$ cat config.mk
export PLATFORM = sky130hd
export DESIGN_NAME = ex_hazard_ctrl
export DESIGN_NICKNAME = d
export VERILOG_FILES = /design/src/rtl/core_pkg.sv /design/src/rtl/ex_hazard_ctrl_fwd_sel.sv /design/src/rtl/ex_hazard_ctrl.sv
export SDC_FILE = /design/constraint.sdc
export NUM_CORES = 1
export LEC_CHECK = 0
export BUFFER_PORTS_ARGS = -buffer_cell sky130_fd_sc_hd__buf_2
export CAP_MARGIN = 10
export CORE_MARGIN = 5
export CORE_UTILIZATION = 32
export DETAILED_ROUTE_END_ITERATION = 8
export HOLD_SLACK_MARGIN = 0.02
export PLACE_DENSITY = 0.67
export RECOVER_POWER = 50
export SYNTH_ARGS = -nofsm -noshare
export SYNTH_HDL_FRONTEND = slang
export SYNTH_HIERARCHICAL = 1
export SYNTH_SLANG_ARGS = --single-unit
$ cat constraint.sdc
create_clock -name clk -period 2.1 [get_ports clk]
set_input_delay 0.42 -clock clk [delete_from_list [all_inputs] [get_ports clk]]
set_output_delay 0.42 -clock clk [all_outputs]
set_load 0.02 [all_outputs]
$ cat src/rtl/core_pkg.sv
// -----------------------------------------------------------------------------
// core_pkg
// Shared definitions for the execute-stage pipeline control of the 5-stage core.
//   - Bit positions of the one-hot instruction-type vector carried in ID/EX.
//   - Operand forwarding select encodings used by the ALU input muxes.
//   - State encoding of the execute-stage hazard controller.
// -----------------------------------------------------------------------------
package core_pkg;

    // One-hot instruction type bit indices
    localparam int INS_R      = 0;
    localparam int INS_I      = 1;
    localparam int INS_STORE  = 2;
    localparam int INS_LOAD   = 3;
    localparam int INS_BRANCH = 4;
    localparam int INS_LUI    = 5;
    localparam int INS_AUIPC  = 6;
    localparam int INS_JAL    = 7;
    localparam int INS_JALR   = 8;

    // ALU operand source selects
    localparam logic [1:0] FWD_RF    = 2'b00;
    localparam logic [1:0] FWD_EXMEM = 2'b01;
    localparam logic [1:0] FWD_MEMWB = 2'b10;

    typedef enum logic [1:0] {
        RUN   = 2'd0,
        MWAIT = 2'd1,
        FLUSH = 2'd2
    } state_e;

endpackage

$ cat src/rtl/ex_hazard_ctrl_fwd_sel.sv
// -----------------------------------------------------------------------------
// fwd_sel
// Purely combinational forwarding selector for one ALU operand.
// Ports:
//   rs               in  5  source register read by the instruction in EX
//   ex_mem_rd        in  5  destination register of the instruction in MEM
//   ex_mem_regwrite  in  1  instruction in MEM writes the register file
//   mem_wb_rd        in  5  destination register of the instruction in WB
//   mem_wb_regwrite  in  1  instruction in WB writes the register file
//   sel              out 2  FWD_RF / FWD_EXMEM / FWD_MEMWB
// -----------------------------------------------------------------------------
module fwd_sel
    import core_pkg::*;
(
    input  logic [4:0] rs,
    input  logic [4:0] ex_mem_rd,
    input  logic       ex_mem_regwrite,
    input  logic [4:0] mem_wb_rd,
    input  logic       mem_wb_regwrite,
    output logic [1:0] sel
);

    // The younger result (EX/MEM) wins; x0 is never forwarded.
    always_comb begin
        sel = FWD_RF;
        if (ex_mem_regwrite && (ex_mem_rd != 5'd0) && (ex_mem_rd == rs)) begin
            sel = FWD_EXMEM;
        end else if (mem_wb_regwrite && (mem_wb_rd != 5'd0) && (mem_wb_rd == rs)) begin
            sel = FWD_MEMWB;
        end
    end

endmodule

$ cat src/rtl/ex_hazard_ctrl.sv
// -----------------------------------------------------------------------------
// ex_hazard_ctrl
// Execute-stage pipeline controller: advance/hold/bubble of ID/EX, operand
// forwarding selects, redirect flush sequencing and data-memory freeze.
// Ports:
//   clk, rst (sync, active-low)
//   if_id_rs1/rs2            in  5   sources of the instruction in ID
//   id_ex_valid/instype      in  1/9 instruction in EX is real / one-hot type
//   id_ex_rs1/rs2/rd         in  5   register fields of the instruction in EX
//   ex_mem_rd/_regwrite      in  5/1 MEM stage destination
//   mem_wb_rd/_regwrite      in  5/1 WB stage destination
//   branch_taken             in  1   EX resolved a redirect
//   mem_busy                 in  1   data memory stalled
//   stall_if/stall_id        out 1   hold PC and IF/ID
//   bubble_ex                out 1   load NOP into ID/EX
//   flush_id                 out 1   invalidate IF/ID
//   freeze                   out 1   hold ID/EX, EX/MEM, MEM/WB
//   redirect                 out 1   PC takes the EX target
//   fwd_a/fwd_b              out 2   ALU operand source selects
//   mem_timeout              out 1   sticky memory-wait timeout
//   stall_count/flush_count  out CNT_W saturating event counters
// -----------------------------------------------------------------------------
module ex_hazard_ctrl
    import core_pkg::*;
#(
    parameter int FLUSH_CYCLES = 2,
    parameter int MAX_WAIT     = 15,
    parameter int CNT_W        = 16
)(
    input  logic             clk,
    input  logic             rst,
    input  logic [4:0]       if_id_rs1,
    input  logic [4:0]       if_id_rs2,
    input  logic             id_ex_valid,
    input  logic [8:0]       id_ex_instype,
    input  logic [4:0]       id_ex_rs1,
    input  logic [4:0]       id_ex_rs2,
    input  logic [4:0]       id_ex_rd,
    input  logic [4:0]       ex_mem_rd,
    input  logic [4:0]       mem_wb_rd,
    input  logic             ex_mem_regwrite,
    input  logic             mem_wb_regwrite,
    input  logic             branch_taken,
    input  logic             mem_busy,
    output logic             stall_if,
    output logic             stall_id,
    output logic             bubble_ex,
    output logic             flush_id,
    output logic             freeze,
    output logic             redirect,
    output logic [1:0]       fwd_a,
    output logic [1:0]       fwd_b,
    output logic             mem_timeout,
    output logic [CNT_W-1:0] stall_count,
    output logic [CNT_W-1:0] flush_count
);

    localparam int                WAIT_W     = $clog2(MAX_WAIT + 1);
    localparam logic [WAIT_W-1:0] WAIT_MAX   = WAIT_W'(MAX_WAIT);
    localparam logic [WAIT_W-1:0] WAIT_LAST  = WAIT_W'(MAX_WAIT - 1);
    localparam logic [1:0]        FLUSH_INIT = 2'(FLUSH_CYCLES - 1);
    localparam state_e            REDIR_ST   = (FLUSH_CYCLES > 1) ? FLUSH : RUN;
    localparam logic [CNT_W-1:0]  CNT_MAX    = '1;

    state_e            state_q, state_d;
    logic [1:0]        flush_cnt_q, flush_cnt_d;
    logic [WAIT_W-1:0] wait_cnt_q, wait_cnt_d;
    logic              redirect_pend_q, redirect_pend_d;
    logic              mem_timeout_q, mem_timeout_d;
    logic [CNT_W-1:0]  stall_count_q, stall_count_d;
    logic [CNT_W-1:0]  flush_count_q, flush_count_d;

    logic       br_fire;
    logic       load_use;
    logic       stall_r, bubble_r, flush_r, freeze_r, redirect_r;
    logic [1:0] fwd_a_raw, fwd_b_raw;
    logic       unused_instype;

    assign br_fire  = branch_taken & id_ex_valid;
    assign load_use = id_ex_valid & id_ex_instype[INS_LOAD] & (id_ex_rd != 5'd0) &
                      ((id_ex_rd == if_id_rs1) | (id_ex_rd == if_id_rs2));
    // Only the load bit matters here; redirect qualification is done upstream.
    assign unused_instype = ^{id_ex_instype[8:4], id_ex_instype[2:0]};

    fwd_sel u_fwd_a (
        .rs              (id_ex_rs1),
        .ex_mem_rd       (ex_mem_rd),
        .ex_mem_regwrite (ex_mem_regwrite),
        .mem_wb_rd       (mem_wb_rd),
        .mem_wb_regwrite (mem_wb_regwrite),
        .sel             (fwd_a_raw)
    );

    fwd_sel u_fwd_b (
        .rs              (id_ex_rs2),
        .ex_mem_rd       (ex_mem_rd),
        .ex_mem_regwrite (ex_mem_regwrite),
        .mem_wb_rd       (mem_wb_rd),
        .mem_wb_regwrite (mem_wb_regwrite),
        .sel             (fwd_b_raw)
    );

    always_ff @(posedge clk) begin
        if (!rst) begin
            state_q         <= RUN;
            flush_cnt_q     <= '0;
            wait_cnt_q      <= '0;
            redirect_pend_q <= 1'b0;
            mem_timeout_q   <= 1'b0;
            stall_count_q   <= '0;
            flush_count_q   <= '0;
        end else begin
            state_q         <= state_d;
            flush_cnt_q     <= flush_cnt_d;
            wait_cnt_q      <= wait_cnt_d;
            redirect_pend_q <= redirect_pend_d;
            mem_timeout_q   <= mem_timeout_d;
            stall_count_q   <= stall_count_d;
            flush_count_q   <= flush_count_d;
        end
    end

    always_comb begin
        state_d         = state_q;
        flush_cnt_d     = flush_cnt_q;
        wait_cnt_d      = wait_cnt_q;
        redirect_pend_d = redirect_pend_q;
        mem_timeout_d   = mem_timeout_q;
        case (state_q)
            RUN: begin
                if (mem_busy) begin
                    state_d         = MWAIT;
                    // EX is frozen, so a redirect resolved now must not be lost.
                    redirect_pend_d = br_fire;
                end else if (br_fire) begin
                    flush_cnt_d = FLUSH_INIT;
                    state_d     = REDIR_ST;
                end
            end
            MWAIT: begin
                if (mem_busy) begin
                    if (wait_cnt_q != WAIT_MAX) wait_cnt_d = wait_cnt_q + WAIT_W'(1);
                    if (wait_cnt_q >= WAIT_LAST) mem_timeout_d = 1'b1;
                    if (br_fire) redirect_pend_d = 1'b1;
                end else begin
                    wait_cnt_d      = '0;
                    redirect_pend_d = 1'b0;
                    if (redirect_pend_q || br_fire) begin
                        flush_cnt_d = FLUSH_INIT;
                        state_d     = REDIR_ST;
                    end else begin
                        state_d = RUN;
                    end
                end
            end
            FLUSH: begin
                // A frozen pipe does not consume flush slots.
                if (!mem_busy) begin
                    flush_cnt_d = flush_cnt_q - 2'd1;
                    if (flush_cnt_q <= 2'd1) state_d = RUN;
                end
            end
            default: state_d = RUN;
        endcase

        stall_count_d = stall_count_q;
        if (stall_r && (stall_count_q != CNT_MAX)) stall_count_d = stall_count_q + CNT_W'(1);
        flush_count_d = flush_count_q;
        if (redirect_r && (flush_count_q != CNT_MAX)) flush_count_d = flush_count_q + CNT_W'(1);
    end

    always_comb begin
        stall_r    = 1'b0;
        bubble_r   = 1'b0;
        flush_r    = 1'b0;
        freeze_r   = 1'b0;
        redirect_r = 1'b0;
        case (state_q)
            RUN, MWAIT: begin
                if (mem_busy) begin
                    freeze_r = 1'b1;
                    stall_r  = 1'b1;
                end else if (br_fire || (state_q == MWAIT && redirect_pend_q)) begin
                    redirect_r = 1'b1;
                    flush_r    = 1'b1;
                    bubble_r   = 1'b1;
                end else if (load_use) begin
                    // The cycle memory releases behaves as an ordinary RUN cycle.
                    stall_r  = 1'b1;
                    bubble_r = 1'b1;
                end
            end
            FLUSH: begin
                flush_r  = 1'b1;
                bubble_r = 1'b1;
                if (mem_busy) begin
                    freeze_r = 1'b1;
                    stall_r  = 1'b1;
                end
            end
            default: ;
        endcase
    end

    // While reset is held the pipe is kept empty and nothing is redirected.
    assign stall_if    = rst & stall_r;
    assign stall_id    = rst & stall_r;
    assign bubble_ex   = ~rst | bubble_r;
    assign flush_id    = ~rst | flush_r;
    assign freeze      = rst & freeze_r;
    assign redirect    = rst & redirect_r;
    assign fwd_a       = rst ? fwd_a_raw : FWD_RF;
    assign fwd_b       = rst ? fwd_b_raw : FWD_RF;
    assign mem_timeout = mem_timeout_q;
    assign stall_count = stall_count_q;
    assign flush_count = flush_count_q;

endmodule

# Word-level counts from Yosys, hierarchy flattened
# Index checks and enable logic that the tools add are counted.
dict set report word_totals {
  reg_bits 42
  input_bits 51
  out_inout_bits 43
}
dict set report op_classes {
  add_sub_neg 4
  magnitude_cmp 2
  n_eq_ne 21
  n_mux 38
  n_bitwise 11
  reduce_logical 24
}
# operator n
set op_table {}
lappend op_table {{two-way mux 2 bit} 17}
lappend op_table {{adder 16 x 1 -> 16 bit, second input constant} 2}
lappend op_table {{!= test 16 bit, second input constant} 2}
lappend op_table {{equality test 5 bit} 6}
lappend op_table {{nonzero test 5 bit} 3}
lappend op_table {{!= test 2 bit, second input constant} 7}
lappend op_table {{two-way mux 1 bit} 13}
lappend op_table {{case mux 2 bit (3 select lines)} 2}
lappend op_table {{logical AND 1 bit} 9}
lappend op_table {{two-way mux 4 bit} 2}
lappend op_table {{case mux 1 bit (2 select lines)} 4}
lappend op_table {{AND 1 bit} 7}
lappend op_table {{!= test 3 bit, second input constant} 2}
lappend op_table {{AND reduction 3 bit} 2}
lappend op_table {{AND reduction 6 bit} 1}
lappend op_table {{adder 4 x 1 -> 4 bit, second input constant} 1}
lappend op_table {{greater-or-equal comparator 4 bit, second input constant} 1}
lappend op_table {{!= test 4 bit, second input constant} 1}
lappend op_table {{AND reduction 4 bit} 1}
lappend op_table {{OR 1 bit} 3}
lappend op_table {{nonzero test 3 bit} 1}
lappend op_table {{OR reduction 3 bit} 1}
lappend op_table {{equality test 2 x 1 -> 1 bit, second input constant} 1}
lappend op_table {{equality test 2 bit, second input constant} 1}
lappend op_table {{9 further kinds} 10}

# Depth between registers and ports, before layout
dict set report depth {
  ltp_word 8
  depth_mapped 9
  depth_no_buf 7
}

# Cells and area by module
# The synthesis kept the hierarchy.
# mod instances cells_each area_each_um2 seq_area_each_um2
set by_module_without_submodules {}
lappend by_module_without_submodules {ex_hazard_ctrl 1 280 2322.2 840.8}
lappend by_module_without_submodules {fwd_sel 2 20 151.4 0.0}

# Worst setup path before layout
# No wires, ideal clock.
dict set report synth_path {
  kind {input -> output}
  startpoint {input port id_ex_rd[1]}
  endpoint {output port stall_if}
  arrival_time_ns 1.866
  t_required_ns 1.680
  path_slack_ns -0.186
  path_stages 6
  n_path_buf 1
  path_cell_list {or4_1 o211ai_2 inv_1 a32oi_1 nor2_1 buf_4}
}
dict set report synth_via {
  elab_chain_cells 8
  elab_cells_between_ends 11
  cone_classes {eq/ne (2); mux (4); bitwise (4); reduce/logical (1)}
}
# element line
set synth_rtl {}
lappend synth_rtl {{start, declared} ex_hazard_ctrl.sv:38} ;# input logic [4:0] id_ex_rd,
lappend synth_rtl {{equality test 5 bit or nonzero test 5 bit (tied branches)} {ex_hazard_ctrl.sv:81, ex_hazard_ctrl.sv:80}}
lappend synth_rtl {{OR 1 bit or AND 1 bit (tied branches)} {ex_hazard_ctrl.sv:81, ex_hazard_ctrl.sv:80}}
lappend synth_rtl {{AND 1 bit (*)} ex_hazard_ctrl.sv:80} ;# assign load_use = id_ex_valid & id_ex_instype[INS_LOAD] & (id_ex_rd != 5'd0) &
lappend synth_rtl {{two-way mux 1 bit (*)} ex_hazard_ctrl.sv:187} ;# end else if (load_use) begin
lappend synth_rtl {{two-way mux 1 bit (*)} ex_hazard_ctrl.sv:183} ;# end else if (br_fire || (state_q == MWAIT && redirect_pend_q)) begin
lappend synth_rtl {{two-way mux 1 bit (*)} ex_hazard_ctrl.sv:180} ;# if (mem_busy) begin
lappend synth_rtl {{case mux 1 bit (2 select lines) (*)} ex_hazard_ctrl.sv:178} ;# case (state_q)
lappend synth_rtl {{AND 1 bit (*)} n/a}
lappend synth_rtl {{end, declared} ex_hazard_ctrl.sv:45} ;# output logic stall_if,
# Every way passes the cells marked *; elsewhere a longest branch is shown, timed or not.

# Worst setup path after layout
dict set report layout_path {
  startpoint {input port id_ex_rd[3]}
  endpoint {output port bubble_ex}
}
dict set report layout_via {
  elab_chain_cells 8
  elab_cells_between_ends 11
  cone_classes {eq/ne (2); mux (4); bitwise (4); reduce/logical (1)}
}
# element line
set layout_rtl {}
lappend layout_rtl {{equality test 5 bit or nonzero test 5 bit (tied branches)} {ex_hazard_ctrl.sv:81, ex_hazard_ctrl.sv:80}}
lappend layout_rtl {{OR 1 bit or AND 1 bit (tied branches)} {ex_hazard_ctrl.sv:81, ex_hazard_ctrl.sv:80}}
lappend layout_rtl {{AND 1 bit (*)} ex_hazard_ctrl.sv:80}
lappend layout_rtl {{two-way mux 1 bit (*)} ex_hazard_ctrl.sv:187}
lappend layout_rtl {{two-way mux 1 bit (*)} ex_hazard_ctrl.sv:183}
lappend layout_rtl {{two-way mux 1 bit (*)} ex_hazard_ctrl.sv:180}
lappend layout_rtl {{case mux 1 bit (2 select lines) (*)} ex_hazard_ctrl.sv:178}
lappend layout_rtl {{OR 1 bit (*)} ex_hazard_ctrl.sv:208} ;# assign bubble_ex = ~rst | bubble_r;
lappend layout_rtl {{end, declared} ex_hazard_ctrl.sv:47} ;# output logic bubble_ex,
# Marked as above.

==> results by group <==
Run status
  – Status: finished, violations left
  – Violated checks: negative setup slack

Final layout
  – Most common cell after layout, fill and taps aside: buf_2
  – Most frequent cells in the layout: 47 x buf_2, 42 x dfxtp_1, 35 x clkbuf_1
  – Area growth syn-to-layout: 34.5%
  – Nets: about 480
  – Proportion of layout cells with a drive suffix above 1: between 20 and 30%
  – ANT cells: 0
  – Core Util, Final: 43.6%

Synthesis
  – Adder-Cell Fraction of Synth Area: roughly 2.4%
  – FF+latch count, synth: 42
  – YS warnings: 6
  – Number of enable flip-flop cells after synthesis: 0
  – Syn Area/Cell: 8.20 sq um
  – Syn_nets: approximately 380
  – Main synth FF type: dfxtp_1
  – Sequential-to-total area share from yosys stat: ~32%
  – Post-Syn Instances: 320
  – Xor/xnor share of the synthesized area: 14.3%
  – Synth cell types: 45
  – Synth Area in Compound Gates: between 10 and 15%
  – Ys async rst share: 0%
  – Area of the mapped netlist: around 2600 sq um
  – Multiplexer area fraction after synthesis: under 10%
  – Simple-gate share of the synthesized area: about 30%
  – Largest family of logic cells by synthesized area: simple AND/OR/NAND/NOR gates

Die
  – Die Ht: ~100 microns
  – Die outline width: ~100 microns
  – Die area: between 10000 and 15000 sq um
  – I/O pins: 94
  – Area of the core: ~8000 sq um
  – Row count: 33
  – Initial Utilization: between 30 and 40%

Min path
  – Hold Path Class: in2reg

Timing
  – RSZ-0062 raised after global routing: yes
  – Final hold vios: 0
  – Final Skew: 0.00423 ns
  – Final WS setup: -0.0485 ns
  – Slew @ Worst Pin: 0.437 ns
  – Fmax: 465 MHz
  – Clock period minus worst slack: around 2.1 ns
  – TNS Setup: -0.138 ns
  – Finish-stage setup viols: 3
  – Slew Viols, Final: 0
  – Final period utilization: 102%
  – Slew Limit Headroom: 70.5%

Worst setup path
  – Worst Path Max Fanout: 2
  – Crit Path Category: in2out
  – Crit path DAT: roughly 1.7 ns
  – Worst-path cell chain: buf_6, or4_4, o211ai_4, inv_2, nand2_1, a211o_1, nand3_2, buf_6
  – Max incr delay on CP: around 0.54 ns
  – WP data required: 1.68 ns
  – Startpoint types: input pin
  – CP top delay family: simple AND/OR/NAND/NOR gates
  – Slowest-stage cell, CP: or4_4
  – WP buf/inv: 3
  – Critical path capture point type: output pin
  – Crit-path most repeated cell: buf_6

Flow run
  – Maxcap violations: 0

Drt
  – Antenna-violating nets left: 0
  – Vias per inst: between 4 and 5
  – Residual DRC: 0
  – Starting DRT DRC Count: 78
  – Average wire per standard cell: about 13 microns
  – Vias: 2651
  – Drt pass-1 iters: 4
  – WL final: around 7.0 mm

Power
  – Pleak: between 1 and 1.5 nW
  – Pwr Density: between 500 and 600 nW/um^2
  – Max IR drop VDD: a little under 0.3 mV

Place
  – Dpl hpwl: roughly 5.4 mm
  – GPL Wtd Cong: between 0.8 and 0.9
  – Port bufs: between 80 and 90

Clock network
  – Root buffer cell: clkbuf_8
  – CTS buffer count: 5
  – Clk sinks: 42
  – Clk pin slew, worst setup/hold paths: 0.09 ns
  – Clock buffer depth: 2
  – Htree depth: 2
  – CTS tree: built
  – Skew-Pair Late Insertion Delay: around 0.29 ns

Global route
  – First-pass GRT wire length: 11.8 mm
  – Initial antenna violation count: 0
  – Overall routing resource usage: 14.0%
  – Pin count of the biggest net entering global routing: 24
  – Grt ovf: 0
  – Number of global-route vias before repair: around 2700
==> report_power, final <==
group | internal [mW] | switching (mW) | total [mW]
sequential | 0.808 | 0.0115 | 0.819
combinational | 0.160 | 0.179 | 0.339
clock | 0.357 | 0.312 | 0.669
total | 1.32 | 0.503 | 1.83
==> state kept, by name, summed over array words and instances (netlist names) <==
| signal | flops |
|---|---|
| flush_cnt_q | 2 |
| stall_count | 16 |
| mem_timeout | 1 |
| wait_cnt_q | 4 |
| redirect_pend_q | 1 |
| flush_count | 16 |
| state_q | 2 |
==> layout make-up <==
cell class | instances | area, sq um
clock buffer | 5 | 68.8
clock inverter | 3 | 43.8
multi-input combinational | 255 | 1780
inverter | 8 | 30.0
tap | 105 | 131
fill | 816 | 4560
sequential | 42 | 841
timing repair buffer | 113 | 634
==> metrics by stage <==
| step | area [sq um] | hold WS (ns) | power (mW) | cells | worst slack, ns |
|---|---|---|---|---|---|
| floorplan | 2650 | 0.467 | 1.01 | 320 | -0.0880 |
| global placement | 3310 | 0.469 | 1.14 | 520 | -0.168 |
| detailed placement | 3310 | 0.486 | 1.14 | 520 | -0.186 |
| CTS | 3500 | 0.427 | 1.84 | 531 | -0.0975 |
| global route | 3530 | 0.461 | 1.92 | 531 | -0.108 |
| finish | 3530 | 0.439 | 1.83 | 531 | -0.0485 |
==> layer usage <==
metal / up-vias / part of all wire [%] / global-route usage [%]
met5: - / 0 / 0
met3: 8 / 8.1 / 4.22
met2: 81 / 47 / 24.0
li1: 1332 / - / -
met1: 1230 / 44 / 17.0
met4: 0 / 1.2 / 3.83
==> worst reg2reg max path: stages (launching register included) <==
cell and delay (ns):
dfxtp_1 0.34, a22oi_4 0.21, and2b_2 0.18, clkbuf_1 0.19, a32oi_4 0.16, buf_4 0.15, buf_4 0.13, or4_1 0.50
a21oi_1 0.13
==> cell usage after synthesis, types with 2 or more instances <==
cell / instances / share of area (%)
inv_1: 7 / 1.0
ha_1: 5 / 2.4
or2_2: 3 / 0.72
a211oi_2: 3 / 1.4
nor3_2: 2 / 0.76
a21oi_1: 19 / 3.6
or3_2: 6 / 1.7
dfxtp_1: 42 / 32
nor3_1: 4 / 0.76
nand3b_1: 2 / 0.57
nor2_1: 33 / 4.7
and2_1: 8 / 1.9
or3_1: 3 / 0.72
xor2_1: 17 / 5.7
mux2i_1: 7 / 2.7
or4_1: 3 / 0.86
nand4_1: 9 / 2.1
o21ai_0: 12 / 2.3
buf_6: 2 / 0.86
a21oi_2: 2 / 0.67
and4_1: 3 / 1.0
o41ai_2: 2 / 1.2
nand2_1: 28 / 4.0
clkbuf_1: 10 / 1.4
xnor2_1: 26 / 8.7
and3_1: 4 / 0.95
nor4_1: 6 / 1.4
nand2b_1: 8 / 1.9
o31ai_1: 4 / 1.1
nand3_1: 24 / 4.6
a41oi_1: 2 / 0.67
==> path summary, 6_finish.rpt <==
| check | endpoint | slack, ns | cells after the start | startpoint |
|---|---|---|---|---|
| min | state_q[0] | 0.44 | 3 | rst |
| max | bubble_ex | -0.05 | 8 | id_ex_rd[3] |
| min reg2reg | flush_cnt_q[1] | 0.51 | 2 | flush_cnt_q[1] |
| max reg2reg | stall_count[14] | 0.05 | 8 | state_q[0] |
==> timing repair <==
item                                    CTS  global route
buffers inserted                          3             1
hold buffers                              0             0
endpoints found under the setup margin    3             6
resized for setup                        13            14
cloned                                    0             0
pin swaps                                 8             9
==> logic make-up after synthesis <==
kind of cell	after synthesis
AO/OA/AOI/OAI	51
XOR/XNOR	43
adder cells (fa/ha/maj)	5
buffers and inverters	23
flip-flops	42
multiplexers	7
AND/OR/NAND/NOR	149
Power figures use the tool's default switching activity.
